--- src/rtl/spi_counter_rx_if.sv ---
// ---------------------------------------------------------------------------
// spi_counter_rx_if
//   The four SPI board pins shared by the counter master and the slave.
//   sclk : SPI clock, idle low, asynchronous to the slave's system clock
//   mosi : master-out data, MSB first
//   cs_n : chip select, active low
//   miso : slave-out data (loopback of the previously held counter)
// ---------------------------------------------------------------------------
interface spi_counter_rx_if;
   logic sclk;
   logic mosi;
   logic cs_n;
   logic miso;

   modport master (output sclk, output mosi, output cs_n, input  miso);
   modport slave  (input  sclk, input  mosi, input  cs_n, output miso);
endinterface

--- src/rtl/spi_counter_rx.sv ---
// ---------------------------------------------------------------------------
// spi_counter_rx
//   SPI mode-0 slave. Receives 16-bit frames carrying a counter value, keeps
//   the low 14 bits (saturated to MAX_COUNT) as a stable display value, and
//   shifts the previously held value back out on MISO. All SPI pins are
//   oversampled in the clk domain.
//
//   clk         : system clock
//   rst         : asynchronous active-high reset
//   spi         : SPI pins (slave modport)
//   counter_o   : last accepted value, changes only on rx_done_o
//   rx_done_o   : one-cycle pulse when counter_o updates
//   frame_err_o : one-cycle pulse when cs_n rises before 16 bits arrived
//   ovf_o       : one-cycle pulse with rx_done_o when saturation was applied
// ---------------------------------------------------------------------------
module spi_counter_rx #(
   parameter int SYNC_STAGES = 2,
   parameter int MAX_COUNT   = 9999
) (
   input  logic             clk,
   input  logic             rst,
   spi_counter_rx_if.slave  spi,
   output logic [13:0]      counter_o,
   output logic             rx_done_o,
   output logic             frame_err_o,
   output logic             ovf_o
);

   typedef enum logic [1:0] {IDLE, RECV, LATCH, WAIT_CS} state_t;

   // ---- pin synchronizers + one extra flop for edge detection ----
   logic [SYNC_STAGES-1:0] sclk_sync_q, mosi_sync_q, csn_sync_q;
   logic                   sclk_prev_q, csn_prev_q;

   always_ff @(posedge clk or posedge rst) begin
      if (rst) begin
         sclk_sync_q <= '0;
         mosi_sync_q <= '0;
         csn_sync_q  <= '1;   // idle-high so reset release never looks like a select
         sclk_prev_q <= 1'b0;
         csn_prev_q  <= 1'b1;
      end else begin
         sclk_sync_q <= (sclk_sync_q << 1) | SYNC_STAGES'(spi.sclk);
         mosi_sync_q <= (mosi_sync_q << 1) | SYNC_STAGES'(spi.mosi);
         csn_sync_q  <= (csn_sync_q  << 1) | SYNC_STAGES'(spi.cs_n);
         sclk_prev_q <= sclk_sync_q[SYNC_STAGES-1];
         csn_prev_q  <= csn_sync_q[SYNC_STAGES-1];
      end
   end

   logic sclk_s, mosi_s, csn_s;
   logic sclk_rise, sclk_fall, csn_fall, csn_rise;

   assign sclk_s    = sclk_sync_q[SYNC_STAGES-1];
   assign mosi_s    = mosi_sync_q[SYNC_STAGES-1];
   assign csn_s     = csn_sync_q[SYNC_STAGES-1];
   assign sclk_rise =  sclk_s & ~sclk_prev_q;
   assign sclk_fall = ~sclk_s &  sclk_prev_q;
   assign csn_fall  = ~csn_s  &  csn_prev_q;
   assign csn_rise  =  csn_s  & ~csn_prev_q;

   // ---- frame state ----
   state_t      state_q;
   logic [4:0]  bit_cnt_q;
   // Only the last 14 bits shifted in are ever used, so bits [15:14] of the
   // frame simply fall off the top of this register.
   logic [13:0] rx_shift_q;
   logic [15:0] tx_shift_q;
   logic [13:0] counter_q;
   logic        rx_done_q, frame_err_q, ovf_q;

   // Saturated value presented to the LATCH state.
   logic [13:0] counter_d;
   logic        ovf_d;

   always_comb begin
      ovf_d     = (rx_shift_q > 14'(MAX_COUNT));
      counter_d = ovf_d ? 14'(MAX_COUNT) : rx_shift_q;
   end

   always_ff @(posedge clk or posedge rst) begin
      if (rst) begin
         state_q     <= IDLE;
         bit_cnt_q   <= '0;
         rx_shift_q  <= '0;
         tx_shift_q  <= '0;
         counter_q   <= '0;
         rx_done_q   <= 1'b0;
         frame_err_q <= 1'b0;
         ovf_q       <= 1'b0;
      end else begin
         rx_done_q   <= 1'b0;
         frame_err_q <= 1'b0;
         ovf_q       <= 1'b0;
         unique case (state_q)
            IDLE: begin
               if (csn_fall) begin
                  bit_cnt_q  <= '0;
                  rx_shift_q <= '0;
                  tx_shift_q <= {2'b00, counter_q};
                  state_q    <= RECV;
               end
            end
            RECV: begin
               // bit_cnt is always < 16 while in RECV, so any deselect is an abort.
               if (csn_rise) begin
                  frame_err_q <= 1'b1;
                  state_q     <= IDLE;
               end else if (sclk_rise) begin
                  // A rise wins over a coincident fall.
                  rx_shift_q <= {rx_shift_q[12:0], mosi_s};
                  bit_cnt_q  <= bit_cnt_q + 5'd1;
                  if (bit_cnt_q == 5'd15)
                     state_q <= LATCH;
               end else if (sclk_fall) begin
                  tx_shift_q <= {tx_shift_q[14:0], 1'b0};
               end
            end
            LATCH: begin
               counter_q <= counter_d;
               ovf_q     <= ovf_d;
               rx_done_q <= 1'b1;
               state_q   <= WAIT_CS;
            end
            WAIT_CS: begin
               if (csn_s)
                  state_q <= IDLE;
            end
            default: state_q <= IDLE;
         endcase
      end
   end

   assign spi.miso    = ~csn_s & tx_shift_q[15];
   assign counter_o   = counter_q;
   assign rx_done_o   = rx_done_q;
   assign frame_err_o = frame_err_q;
   assign ovf_o       = ovf_q;

endmodule

--- src/flat_wrapper.sv ---
// flat-port wrapper written by rule: the top's interface ports become plain ports
module spi_counter_rx_flat 
#(
   parameter int SYNC_STAGES = 2,
   parameter int MAX_COUNT   = 9999
)
  (clk, rst, counter_o, rx_done_o, frame_err_o, ovf_o, spi_sclk, spi_mosi, spi_cs_n, spi_miso);
  spi_counter_rx_if spi_i ();
  input  logic clk;
  input  logic rst;
  output logic [13:0] counter_o;
  output logic rx_done_o;
  output logic frame_err_o;
  output logic ovf_o;
  input wire logic [$bits(spi_i.sclk)-1:0] spi_sclk;
  input wire logic [$bits(spi_i.mosi)-1:0] spi_mosi;
  input wire logic [$bits(spi_i.cs_n)-1:0] spi_cs_n;
  output wire logic [$bits(spi_i.miso)-1:0] spi_miso;
  assign spi_i.sclk = spi_sclk;
  assign spi_i.mosi = spi_mosi;
  assign spi_i.cs_n = spi_cs_n;
  assign spi_miso = spi_i.miso;
  spi_counter_rx #(.SYNC_STAGES(SYNC_STAGES), .MAX_COUNT(MAX_COUNT)) u_core (.clk(clk), .rst(rst), .spi(spi_i), .counter_o(counter_o), .rx_done_o(rx_done_o), .frame_err_o(frame_err_o), .ovf_o(ovf_o));
endmodule
--- config.mk ---
export PLATFORM = sky130hd
export DESIGN_NAME = spi_counter_rx_flat
export DESIGN_NICKNAME = d
export VERILOG_FILES = /design/src/rtl/spi_counter_rx_if.sv /design/src/rtl/spi_counter_rx.sv /design/src/flat_wrapper.sv
export SDC_FILE = /design/constraint.sdc
export NUM_CORES = 1
export LEC_CHECK = 0
export BUFFER_PORTS_ARGS = -buffer_cell sky130_fd_sc_hd__clkbuf_2
export CAP_MARGIN = 0
export CORE_MARGIN = 2
export CORE_UTILIZATION = 32
export CTS_CLUSTER_DIAMETER = 120
export DETAILED_ROUTE_END_ITERATION = 16
export GPL_TIMING_DRIVEN = 0
export PLACE_DENSITY = 0.52
export SETUP_SLACK_MARGIN = 0.2
export SLEW_MARGIN = 20
export SYNTH_ARGS = -nofsm -noshare
export SYNTH_HDL_FRONTEND = slang
export SYNTH_SLANG_ARGS = --single-unit
--- constraint.sdc ---
create_clock -name clk -period 4 [get_ports clk]
set_input_delay 0.8 -clock clk [delete_from_list [all_inputs] [get_ports clk]]
set_output_delay 0.8 -clock clk [all_outputs]
set_load 0.005 [all_outputs]
==> qor.yml, run 1 <==
final_core_util_pct: 39.0
synthTopCellsByCount: "100 x nand2_1, 59 x dfrtp_1, 24 x o21ai_0"
drcViolationCount: 0
die_x_microns: 96.0
n_antenna_cell: 0
grt_overflow_total: 0
post_cts_resized: 0
rows: 33
setup_viol: 0
cts-buffers-inserted: 9
vias: 1926
swShare_pct: 24.3
ant_nets: 0
synthFlopType: "dfrtp_1"
timing_worst_setup_path_type: "reg2out"
drtIter0Drc: 74
firstDrtPassIters: 4
holdWs_ns: 0.351
clockBufferDepth: 2
clock_sinks: 62
tns_ns: 0
synth_cell_type_count: 34
synth_top_area_cell: "dfrtp_1"
synth_nets: 277
crit_chain: "and2b_1, clkbuf_2"
postSynth.asyncResetShare_pct: 100
synth_edf_count: 0
grt_setup_unrepaired: "no"
hold_violations: 0
seq_area_sq_mm: 0.00156
layout.nets: 311
syn_area_sq_mm: 0.00271
die-area_sq_mm: 0.00922
grt_max_degree: 49
insertion_delay_ns: 0.33
multi_input_area_sq_mm: 0.00104
yosysTopAreaCellShare_pct: 54.5
wire_per_inst_microns: 13.1
layout_min_cycle_time_ns: 2.10
power_frac_seq_pct: 47.2
drive_gt1_share_pct: 23.0
required_ns: 3.20
drv_slew: 0
maxCapViolCount: 0
path_max_fanout: 9
max-slew-margin-rel_pct: 59.3
p_leak_nw: 1.56
htree_levels: 3
gp_congestion: 0.788
switchingPower_w: 0.000346
root_buffer: "clkbuf_8"
max_clock_freq_mhz: 476
ctsHoldBuffers: 0
routed_wl_mm: 5.41
status: "finished clean"
avgViaCountPerCell: 4.65
area_delta_synth_final_pct: 18.3
grt_usage_pct: 13.5
design.core.area_sq_mm: 0.00822
avgSynthCellArea_sq_um: 10.0
hp-class: "reg2reg"
critPathArrivalTime_ns: 1.30
yosysWarnings: 0
start_util_pct: 33.0
p_int_w: 0.00108
io_buffers: 22
cts_tree: "done"
clock_skew_ns: 0.0110
ys_ff_latch: 62
start_kind: "register"
comb_power_share_pct: 9.2
post_cts_buffers: 0
grt_pass1_vias: 1905
synth.most_common_cell: "nand2_1"
min_period_over_period_pct: 52.5
n_fill_cell: 827
worst_pin_slew_ns: 0.609
ir_worst_vdd_v: 0.000150
die_h_microns: 96.0
synthTopCellsByArea: "dfrtp_1 55%, nand2_1 14%, mux2_4 5.0%, o21ai_0 4.4%, dfstp_2 2.9%"
pwr_density_cell_mw_per_mm2: 444
clk_pin_slew_worst_paths_ns: 0.07
worst_path_largest_cell_delay_ns: 0.66
hpwl_mm: 3.86
pwr-share-clk_pct: 43.6
syn-instance-count: 270
crit_path_end_kind: "output pin"
io_pins: 23
grt_pass1_wl_mm: 9.41
cp_slowest_cell: "dfstp_2"
ys_seq_area_share_pct: 57.4
antenna_found_initial: 0
==> metal layers <==
metal,share of wire [%],global-route usage (%),up-vias
met2,48,19.9,21
li1,-,-,955
met1,48,18.6,944
met5,0,0,-
met3,2.3,3.60,6
met4,1.7,6.07,0
==> worst paths after layout <==
path | start | end | slack [ns] | depth (start not counted)
min in group asynchronous | rst | u_core.tx_shift_q[7]$_DFFE_PP0P_ | 0.37 | 2
hold reg to reg | u_core.mosi_sync_q[0]$_DFF_PP0_ | u_core.mosi_sync_q[1]$_DFF_PP0_ | 0.35 | 0
setup reg to reg | u_core.state_q[0]$_DFFE_PP0P_ | u_core.tx_shift_q[9]$_DFFE_PP0P_ | 2.17 | 6
hold / removal | u_core.mosi_sync_q[0]$_DFF_PP0_ | u_core.mosi_sync_q[1]$_DFF_PP0_ | 0.35 | 0
setup / recovery | u_core.csn_sync_q[1]$_DFF_PP1_ | spi_miso | 1.90 | 2
max in group asynchronous | rst | u_core.csn_sync_q[0]$_DFF_PP1_ | 3.07 | 3
==> power groups by stage <==
stage / logic, W / registers (W) / clock network [W]
final: 0.000131 / 0.000672 / 0.000620
after global routing: 0.000152 / 0.000675 / 0.000670
after CTS: 0.000136 / 0.000672 / 0.000634
after detailed placement: 0.000135 / 0.000683 / 0
after global placement: 0.000130 / 0.000682 / 0
after floorplan: 0.0000984 / 0.000678 / 0
==> area by class of cell <==
type                            instances  share of cell area [%]
Sequential cell                        62                    48.5
Multi-Input combinational cell        185                    32.6
Clock buffer                           12                    4.84
Timing Repair Buffer                   23                    4.29
Tap cell                              105                    4.10
Buffer                                 14                    2.34
Clock inverter                          4                    2.19
Inverter                                9                    1.13
==> per-stage QoR <==
step                      instance area [sq um]  setup WS, ns  std cells  power (W)
final                                      3210          1.90        414    0.00142
after global routing                       3210          1.83        414    0.00150
after CTS                                  3210          1.87        414    0.00144
after detailed placement                   2980          2.17        398   0.000819
after global placement                     2950         0.808        397   0.000812
after floorplan                            2710          1.66        270   0.000776
==> layout by cell type, fill, tap and decap left out, drive strengths merged <==
cell type	Yosys	final
mux2	13	13
and3	1	1
a31oi	2	2
a41oi	1	1
o21ai	24	24
and3b	1	1
o311ai	1	1
nor2b	1	1
clkbuf	5	39
nor3b	2	2
ha	2	2
o221ai	1	1
inv	9	9
or3	2	2
clkinv	0	2
nor4b	1	1
and2b	1	1
buf	9	10
a21oi	9	9
nand3	10	10
nand2	100	100
nand2b	6	6
dfrtp	59	59
nor4	1	1
bufinv	0	2
nor2	3	3
o31ai	3	3
dfstp	3	3
==> state kept, by name (all words and copies together), names as in the netlist, 2 cells and up, named ones only <==
| name | count |
|---|---|
| u_core.bit_cnt_q | 5 |
| u_core.rx_shift_q | 14 |
| u_core.mosi_sync_q | 2 |
| u_core.csn_sync_q | 2 |
| u_core.sclk_sync_q | 2 |
| u_core.counter_o | 14 |
| u_core.tx_shift_q | 16 |
==> kinds of logic (layout without fill, tap and decap cells) <==
| logic type | Yosys count | in the layout | synth area share [%] |
|---|---|---|---|
| fa+ha+maj | 2 | 2 | 0.924 |
| flops | 62 | 62 | 57.4 |
| simple gates | 129 | 129 | 21.4 |
| compound gates | 41 | 41 | 9.56 |
| buf+inv | 23 | 62 | 4.02 |
| mux | 13 | 13 | 6.65 |
==> critical path, delay by kind of cell, from the launching register on <==
family / cells / cell delay, ns
buffers and inverters: 1 / 0.10
and+or+nand+nor: 1 / 0.21
DFF: 1 / 0.66
Power figures use the tool's default switching activity.
==> run 2, diff against run 1 <==
==> constraint.sdc (replaced) <==
create_clock -name clk -period 2.15 [get_ports clk]
set_input_delay 0.43 -clock clk [delete_from_list [all_inputs] [get_ports clk]]
set_output_delay 0.43 -clock clk [all_outputs]
set_load 0.005 [all_outputs]
==> run 2 against run 1 <==
Clock power increased by 90%. Register-to-register slack got worse by 1.9 ns. Core utilization increased by 0.15 points. Hold slack got worse by 0.18 ns. Sequential power increased by 86%. Die area unchanged. Sequential share of layout area decreased by 0.19 points. Via count decreased by 0.52%. Critical endpoint is now u_core.tx_shift_q[9]$_DFFE_PP0P_. Largest power group unchanged.
==> qor.yml, run 2 (synthesized netlist as in run 1, its figures left out) <==
status: "finished clean"
avgViaCountPerCell: 4.63  # -0.52%
layoutNonFillerInstCount: 414  # unchanged
mostFrequentLayoutCells: "100 x nand2_1, 59 x dfrtp_1, 24 x o21ai_0, 23 x clkbuf_2, 12 x clkbuf_8"
die-area_sq_mm: 0.00922  # unchanged
drcViolationCount: 0  # unchanged
layout.nets: 311  # unchanged
critPathArrivalTime_ns: 2.07  # +0.77 ns
min_period_over_period_pct: 86.2
maxCapViolCount: 0  # unchanged
max-slew-margin-rel_pct: 54.1  # -5.2 points
r2r_cells: 6  # unchanged
io_buffers: 22  # unchanged
root_buffer: "clkbuf_8"
grt_usage_pct: 13.8  # +0.33 points
io_pins: 23  # unchanged
top_register: "u_core.tx_shift_q"
clk_pin_slew_worst_paths_ns: 0.07  # about the same
cp_slowest_cell: "dfrtp_1"
grt_max_degree: 33  # -33%
gp_congestion: 0.766  # -2.8%
worst-path-buf-inv: 2  # +1
clock_skew_ns: 0.0106  # -0.000439 ns
holdWs_ns: 0.171  # -0.180 ns
p_leak_nw: 1.56  # about the same
fin_ws_ns: 0.297  # -1.60 ns
design.core.area_sq_mm: 0.00822  # unchanged
grt_overflow_total: 0  # unchanged
wire_per_inst_microns: 13.2  # +0.70%
setup_viol: 0  # unchanged
required_ns: 2.37  # -0.83 ns
place_area_sq_mm: 0.00297  # -0.21%
drv_slew: 0  # unchanged
htree_levels: 3  # unchanged
die_x_microns: 96.0  # unchanged
worstHoldEndpoint: "u_core.csn_sync_q[0]$_DFF_PP1_"
cts_tree: "done"
post_cts_buffers: 0  # unchanged
largest_register_ffs: 16  # unchanged
path_max_fanout: 10  # +1
die_h_microns: 96.0  # unchanged
reg2reg_to: "u_core.tx_shift_q[9]$_DFFE_PP0P_"
timing_worst_setup_path_type: "reg2reg"
rrSetupSlack_ns: 0.30  # -1.87 ns
clockBufferDepth: 2  # unchanged
drive_gt1_share_pct: 23.3  # +0.32 points
rows: 33  # unchanged
crit_path_end_kind: "register"
worst_pin_slew_ns: 0.687  # +0.0776 ns
ir_worst_vdd_v: 0.000392  # +160%
tns_ns: 0  # unchanged
vias: 1916  # -0.52%
hold-path-cell-count: 1  # +1
pwr_density_cell_mw_per_mm2: 832  # +87%
insertion_delay_ns: 0.34  # about the same
cts-buffers-inserted: 9  # unchanged
hold_start: "spi_cs_n"
hold_violations: 0  # unchanged
seq_area_sq_mm: 0.00156  # unchanged
multi_input_area_sq_mm: 0.00105  # +0.84%
hp-class: "in2reg"
worst_path_largest_cell_delay_ns: 0.48  # -0.18 ns
max_clock_freq_mhz: 540
clock_sinks: 62  # unchanged
grt_pass1_vias: 1997  # +4.8%
n_fill_cell: 825  # -0.24%
grt_pass1_wl_mm: 9.58  # +1.8%
grt_setup_unrepaired: "yes"
antenna_found_initial: 0  # unchanged
layout_min_cycle_time_ns: 1.85
crit_chain: "buf_6, nor3b_2, a41oi_4, nor2_4, buf_6, mux2_4"
n_antenna_cell: 0  # unchanged
r2r-start: "u_core.state_q[0]$_DFFE_PP0P_"
crit_family: "flip-flops"
routed_wl_mm: 5.45  # +0.70%
drtIter0Drc: 94  # +27%
finalInstanceArea_sq_mm: 0.00322  # +0.39%
start_util_pct: 33.0  # unchanged
firstDrtPassIters: 5  # +1
start_kind: "register"
area_delta_synth_final_pct: 18.8
placed_cells: 398  # unchanged
ctsHoldBuffers: 0  # unchanged
ant_nets: 0  # unchanged
preCtsSetupSlack_ns: 0.307  # -1.86 ns
cp_common_cell: "buf_6"
post_cts_resized: 0  # unchanged
final_common_cell: "nand2_1"
hpwl_mm: 3.84  # -0.68%
run 2: power by group:
group          internal (W)  switching [W]
logic             0.0000820       0.000164
clock network      0.000747       0.000435
registers           0.00121      0.0000417
total               0.00204       0.000641
run 2: how the worst max path moves through the flow:
| stage | start | endpoint | slack, ns | depth (start not counted) |
|---|---|---|---|---|
| 5_1_grt | u_core.rx_shift_q[5]$_DFFE_PP0P_ | u_core.counter_o[5]$_DFFE_PP0P_ | 0.17 | 5 |
| 2_1_floorplan | u_core.state_q[0]$_DFFE_PP0P_ | u_core.tx_shift_q[1]$_DFFE_PP0P_ | 0.50 | 6 |
| 3_5_place_dp | u_core.state_q[0]$_DFFE_PP0P_ | u_core.tx_shift_q[2]$_DFFE_PP0P_ | 0.31 | 6 |
| 6_report | u_core.state_q[0]$_DFFE_PP0P_ | u_core.tx_shift_q[9]$_DFFE_PP0P_ | 0.30 | 6 |
| 3_3_place_gp | u_core.csn_sync_q[1]$_DFF_PP1_ | u_core.rx_shift_q[4]$_DFFE_PP0P_ | 0.33 | 4 |
| 4_1_cts | u_core.state_q[0]$_DFFE_PP0P_ | u_core.tx_shift_q[2]$_DFFE_PP0P_ | 0.29 | 6 |
run 2: metrics by stage:
step / util [%] / total power (W)
finish: 39.2 / 0.00268
global route: 39.2 / 0.00280
CTS: 39.0 / 0.00272
detailed placement: 36.2 / 0.00152
global placement: 36.0 / 0.00151
floorplan: - / 0.00144
run 2: routing by layer:
metal | global-route usage (%) | vias to the layer above | routed length [microns]
met5 | 0 | - | 0
met2 | 20.8 | 22 | 2630
met4 | 5.71 | 0 | 41
met3 | 4.46 | 2 | 165
met1 | 18.4 | 932 | 2610
li1 | - | 960 | -
run 2: area by class of cell:
| class | count | share of cell area [%] |
|---|---|---|
| Sequential cell | 62 | 48.3 |
| Multi-Input combinational cell | 185 | 32.7 |
| Clock buffer | 13 | 5.25 |
| Tap cell | 105 | 4.08 |
| Timing Repair Buffer | 23 | 4.04 |
| Buffer | 14 | 2.37 |
| Clock inverter | 3 | 2.02 |
| Inverter | 9 | 1.17 |
==> run 3, diff against run 2 <==
--- a/config.mk
+++ b/config.mk
@@ -7,12 +7,15 @@
 export LEC_CHECK = 0
 export BUFFER_PORTS_ARGS = -buffer_cell sky130_fd_sc_hd__clkbuf_2
 export CAP_MARGIN = 0
+export CELL_PAD_IN_SITES_DETAIL_PLACEMENT = 1
+export CELL_PAD_IN_SITES_GLOBAL_PLACEMENT = 1
 export CORE_MARGIN = 2
 export CORE_UTILIZATION = 32
 export CTS_CLUSTER_DIAMETER = 120
+export CTS_CLUSTER_SIZE = 20
 export DETAILED_ROUTE_END_ITERATION = 16
 export GPL_TIMING_DRIVEN = 0
-export PLACE_DENSITY = 0.52
+export PLACE_DENSITY = 0.62
 export SETUP_SLACK_MARGIN = 0.2
 export SLEW_MARGIN = 20
 export SYNTH_ARGS = -nofsm -noshare
==> run 3 against run 2 <==
Clock power fell by 3%. First-iteration DRC count fell by 48%. Sequential cell count did not move. Critical path type unchanged. Largest cell class unchanged. Largest power group unchanged.
==> qor.yml, run 3 (synthesized netlist as in run 1, its figures left out) <==
status: "finished clean"
vias: 1964  # +2.5%
r2r_cells: 6  # unchanged
place_area_sq_mm: 0.00300  # +0.93%
preCtsSetupSlack_ns: 0.269  # -0.0376 ns
swShare_pct: 25.1  # +1.2 points
final_common_cell: "nand2_1"
grt_pass1_wl_mm: 10.2  # +7.0%
grt_pass1_vias: 2075  # +3.9%
design.core.area_sq_mm: 0.00822  # unchanged
drv_slew: 0  # unchanged
start_kind: "register"
power_frac_seq_pct: 47.1  # +0.4 points
maxCapViolCount: 0  # unchanged
ctsHoldBuffers: 0  # unchanged
crit_end: "u_core.tx_shift_q[2]$_DFFE_PP0P_"
die_x_microns: 96.0  # unchanged
mostFrequentLayoutCells: "100 x nand2_1, 59 x dfrtp_1, 25 x clkbuf_2, 24 x o21ai_0"
crit_chain: "buf_6, nor3b_2, a41oi_4, nor2_4, buf_6, mux2_4"
startpoint: "u_core.state_q[0]$_DFFE_PP0P_"
drcViolationCount: 0  # unchanged
path_max_fanout: 10  # unchanged
max-slew-margin-rel_pct: 70.4  # +16 points
cts-buffers-inserted: 9  # unchanged
wire_per_inst_microns: 14.3  # +8.8%
pwr-share-clk_pct: 42.7  # -1.4 points
cp_common_cell: "buf_6"
clockBufferDepth: 2  # unchanged
routed_wl_mm: 6.00  # +10%
io_pins: 23  # unchanged
insertion_delay_ns: 0.34  # about the same
p_int_w: 0.00199  # -2.4%
worst_path_largest_cell_delay_ns: 0.46  # -0.02 ns
clk_pin_slew_worst_paths_ns: 0.07  # about the same
largest_register_ffs: 16  # unchanged
top_register: "u_core.tx_shift_q"
clock_sinks: 62  # unchanged
finalInstanceArea_sq_mm: 0.00326  # +1.3%
crit_path_end_kind: "register"
reg2reg_to: "u_core.tx_shift_q[2]$_DFFE_PP0P_"
pwr_density_cell_mw_per_mm2: 815  # -2.1%
n_antenna_cell: 0  # unchanged
grt_usage_pct: 14.9  # +1.1 points
comb_power_share_pct: 10.2  # +1.0 points
antenna_found_initial: 0  # unchanged
die-area_sq_mm: 0.00922  # unchanged
layout_min_cycle_time_ns: 1.86  # +0.00156 ns
rows: 33  # unchanged
ir_worst_vdd_v: 0.000310  # -21%
drive_gt1_share_pct: 24.8  # +1.5 points
hold_violations: 0  # unchanged
rrSetupSlack_ns: 0.29  # about the same
io_buffers: 22  # unchanged
r2r-start: "u_core.state_q[0]$_DFFE_PP0P_"
area_delta_synth_final_pct: 20.4
timing_worst_setup_path_type: "reg2reg"
switchingPower_w: 0.000668  # +4.3%
critPathArrivalTime_ns: 2.08  # about the same
fin_ws_ns: 0.295  # -0.00156 ns
firstDrtPassIters: 4  # -1
cp_slowest_cell: "dfrtp_1"
gp_congestion: 0.758  # -1.1%
max_clock_freq_mhz: 539  # about the same
n_fill_cell: 926  # +12%
grt_overflow_total: 0  # unchanged
start_util_pct: 33.0  # unchanged
htree_levels: 3  # unchanged
layout.nets: 316  # +1.6%
ant_nets: 0  # unchanged
grt_setup_unrepaired: "no"
min_period_over_period_pct: 86.3  # about the same
hp-class: "in2async"
holdWs_ns: 0.0809  # -0.0899 ns
die_h_microns: 96.0  # unchanged
root_buffer: "clkbuf_8"
tns_ns: 0  # unchanged
cts_tree: "done"
p_leak_nw: 1.58  # +1.8%
grt_max_degree: 29  # -12%
clock_skew_ns: 0.00544  # -0.00511 ns
avgViaCountPerCell: 4.69  # +1.3%
setup_viol: 0  # unchanged
hpwl_mm: 4.36  # +14%
worst_pin_slew_ns: 0.443  # -0.244 ns
required_ns: 2.38  # about the same
drtIter0Drc: 49  # -48%
==> run 3: what timing repair did <==
item / in CTS / in global routing
buffers inserted: 0 / 4
endpoints found under the setup margin: 0 / 20
resized for setup: 0 / 6
==> run 3: metrics by stage <==
| step | cells | total power, W | util (%) |
|---|---|---|---|
| after floorplan | 270 | 0.00144 | - |
| after global placement | 397 | 0.00152 | 36.0 |
| after detailed placement | 399 | 0.00154 | 36.5 |
| after CTS | 415 | 0.00269 | 39.2 |
| after global routing | 419 | 0.00278 | 39.7 |
| final | 419 | 0.00266 | 39.7 |
==> run 3: layout make-up <==
| type | instances | area (sq um) | share of cell area, % |
|---|---|---|---|
| Clock buffer | 12 | 145 | 4.45 |
| Multi-Input combinational cell | 185 | 1050 | 32.3 |
| Sequential cell | 62 | 1560 | 47.7 |
| Inverter | 9 | 37.5 | 1.15 |
| Buffer | 14 | 78.8 | 2.42 |
| Tap cell | 105 | 131 | 4.03 |
| Clock inverter | 4 | 70.1 | 2.15 |
| Timing Repair Buffer | 28 | 188 | 5.76 |
==> run 3: worst max-delay path, delay by kind of cell, from the launching register on <==
kind,cells,cell delay (ns)
compound gates,1,0.10
buf+inv,2,0.39
flops,1,0.46
mux,1,0.31
simple gates,2,0.48
==> run 3: metal layers <==
layer	GRT usage (%)	vias to the layer above	share of wire (%)	wire (microns)
li1	-	968	-	-
met1	19.6	970	48	2900
met2	22.9	17	47	2820
met3	3.60	9	2.4	142
met4	7.50	0	2.3	136
met5	0	-	0	0
==> run 3: worst min path at each step <==
stage,startpoint,end,slack (ns),depth (start not counted)
final,rst,u_core.sclk_sync_q[0]$_DFF_PP0_,0.08,2
after global routing,rst,u_core.sclk_sync_q[0]$_DFF_PP0_,0.1,2
after CTS,rst,u_core.sclk_sync_q[0]$_DFF_PP0_,0.08,2
after detailed placement,u_core.mosi_sync_q[0]$_DFF_PP0_,u_core.mosi_sync_q[1]$_DFF_PP0_,0.34,0
after global placement,u_core.sclk_sync_q[0]$_DFF_PP0_,u_core.sclk_sync_q[1]$_DFF_PP0_,0.34,0
after floorplan,u_core.mosi_sync_q[0]$_DFF_PP0_,u_core.mosi_sync_q[1]$_DFF_PP0_,0.33,0
==> run 3: power by group through the flow <==
stage / clock [W] / combinational (W) / sequential, W
2_1_floorplan: 0 / 0.000183 / 0.00126
3_3_place_gp: 0 / 0.000248 / 0.00127
3_5_place_dp: 0 / 0.000265 / 0.00127
4_1_cts: 0.00117 / 0.000267 / 0.00125
5_1_grt: 0.00121 / 0.000310 / 0.00126
6_report: 0.00114 / 0.000271 / 0.00125
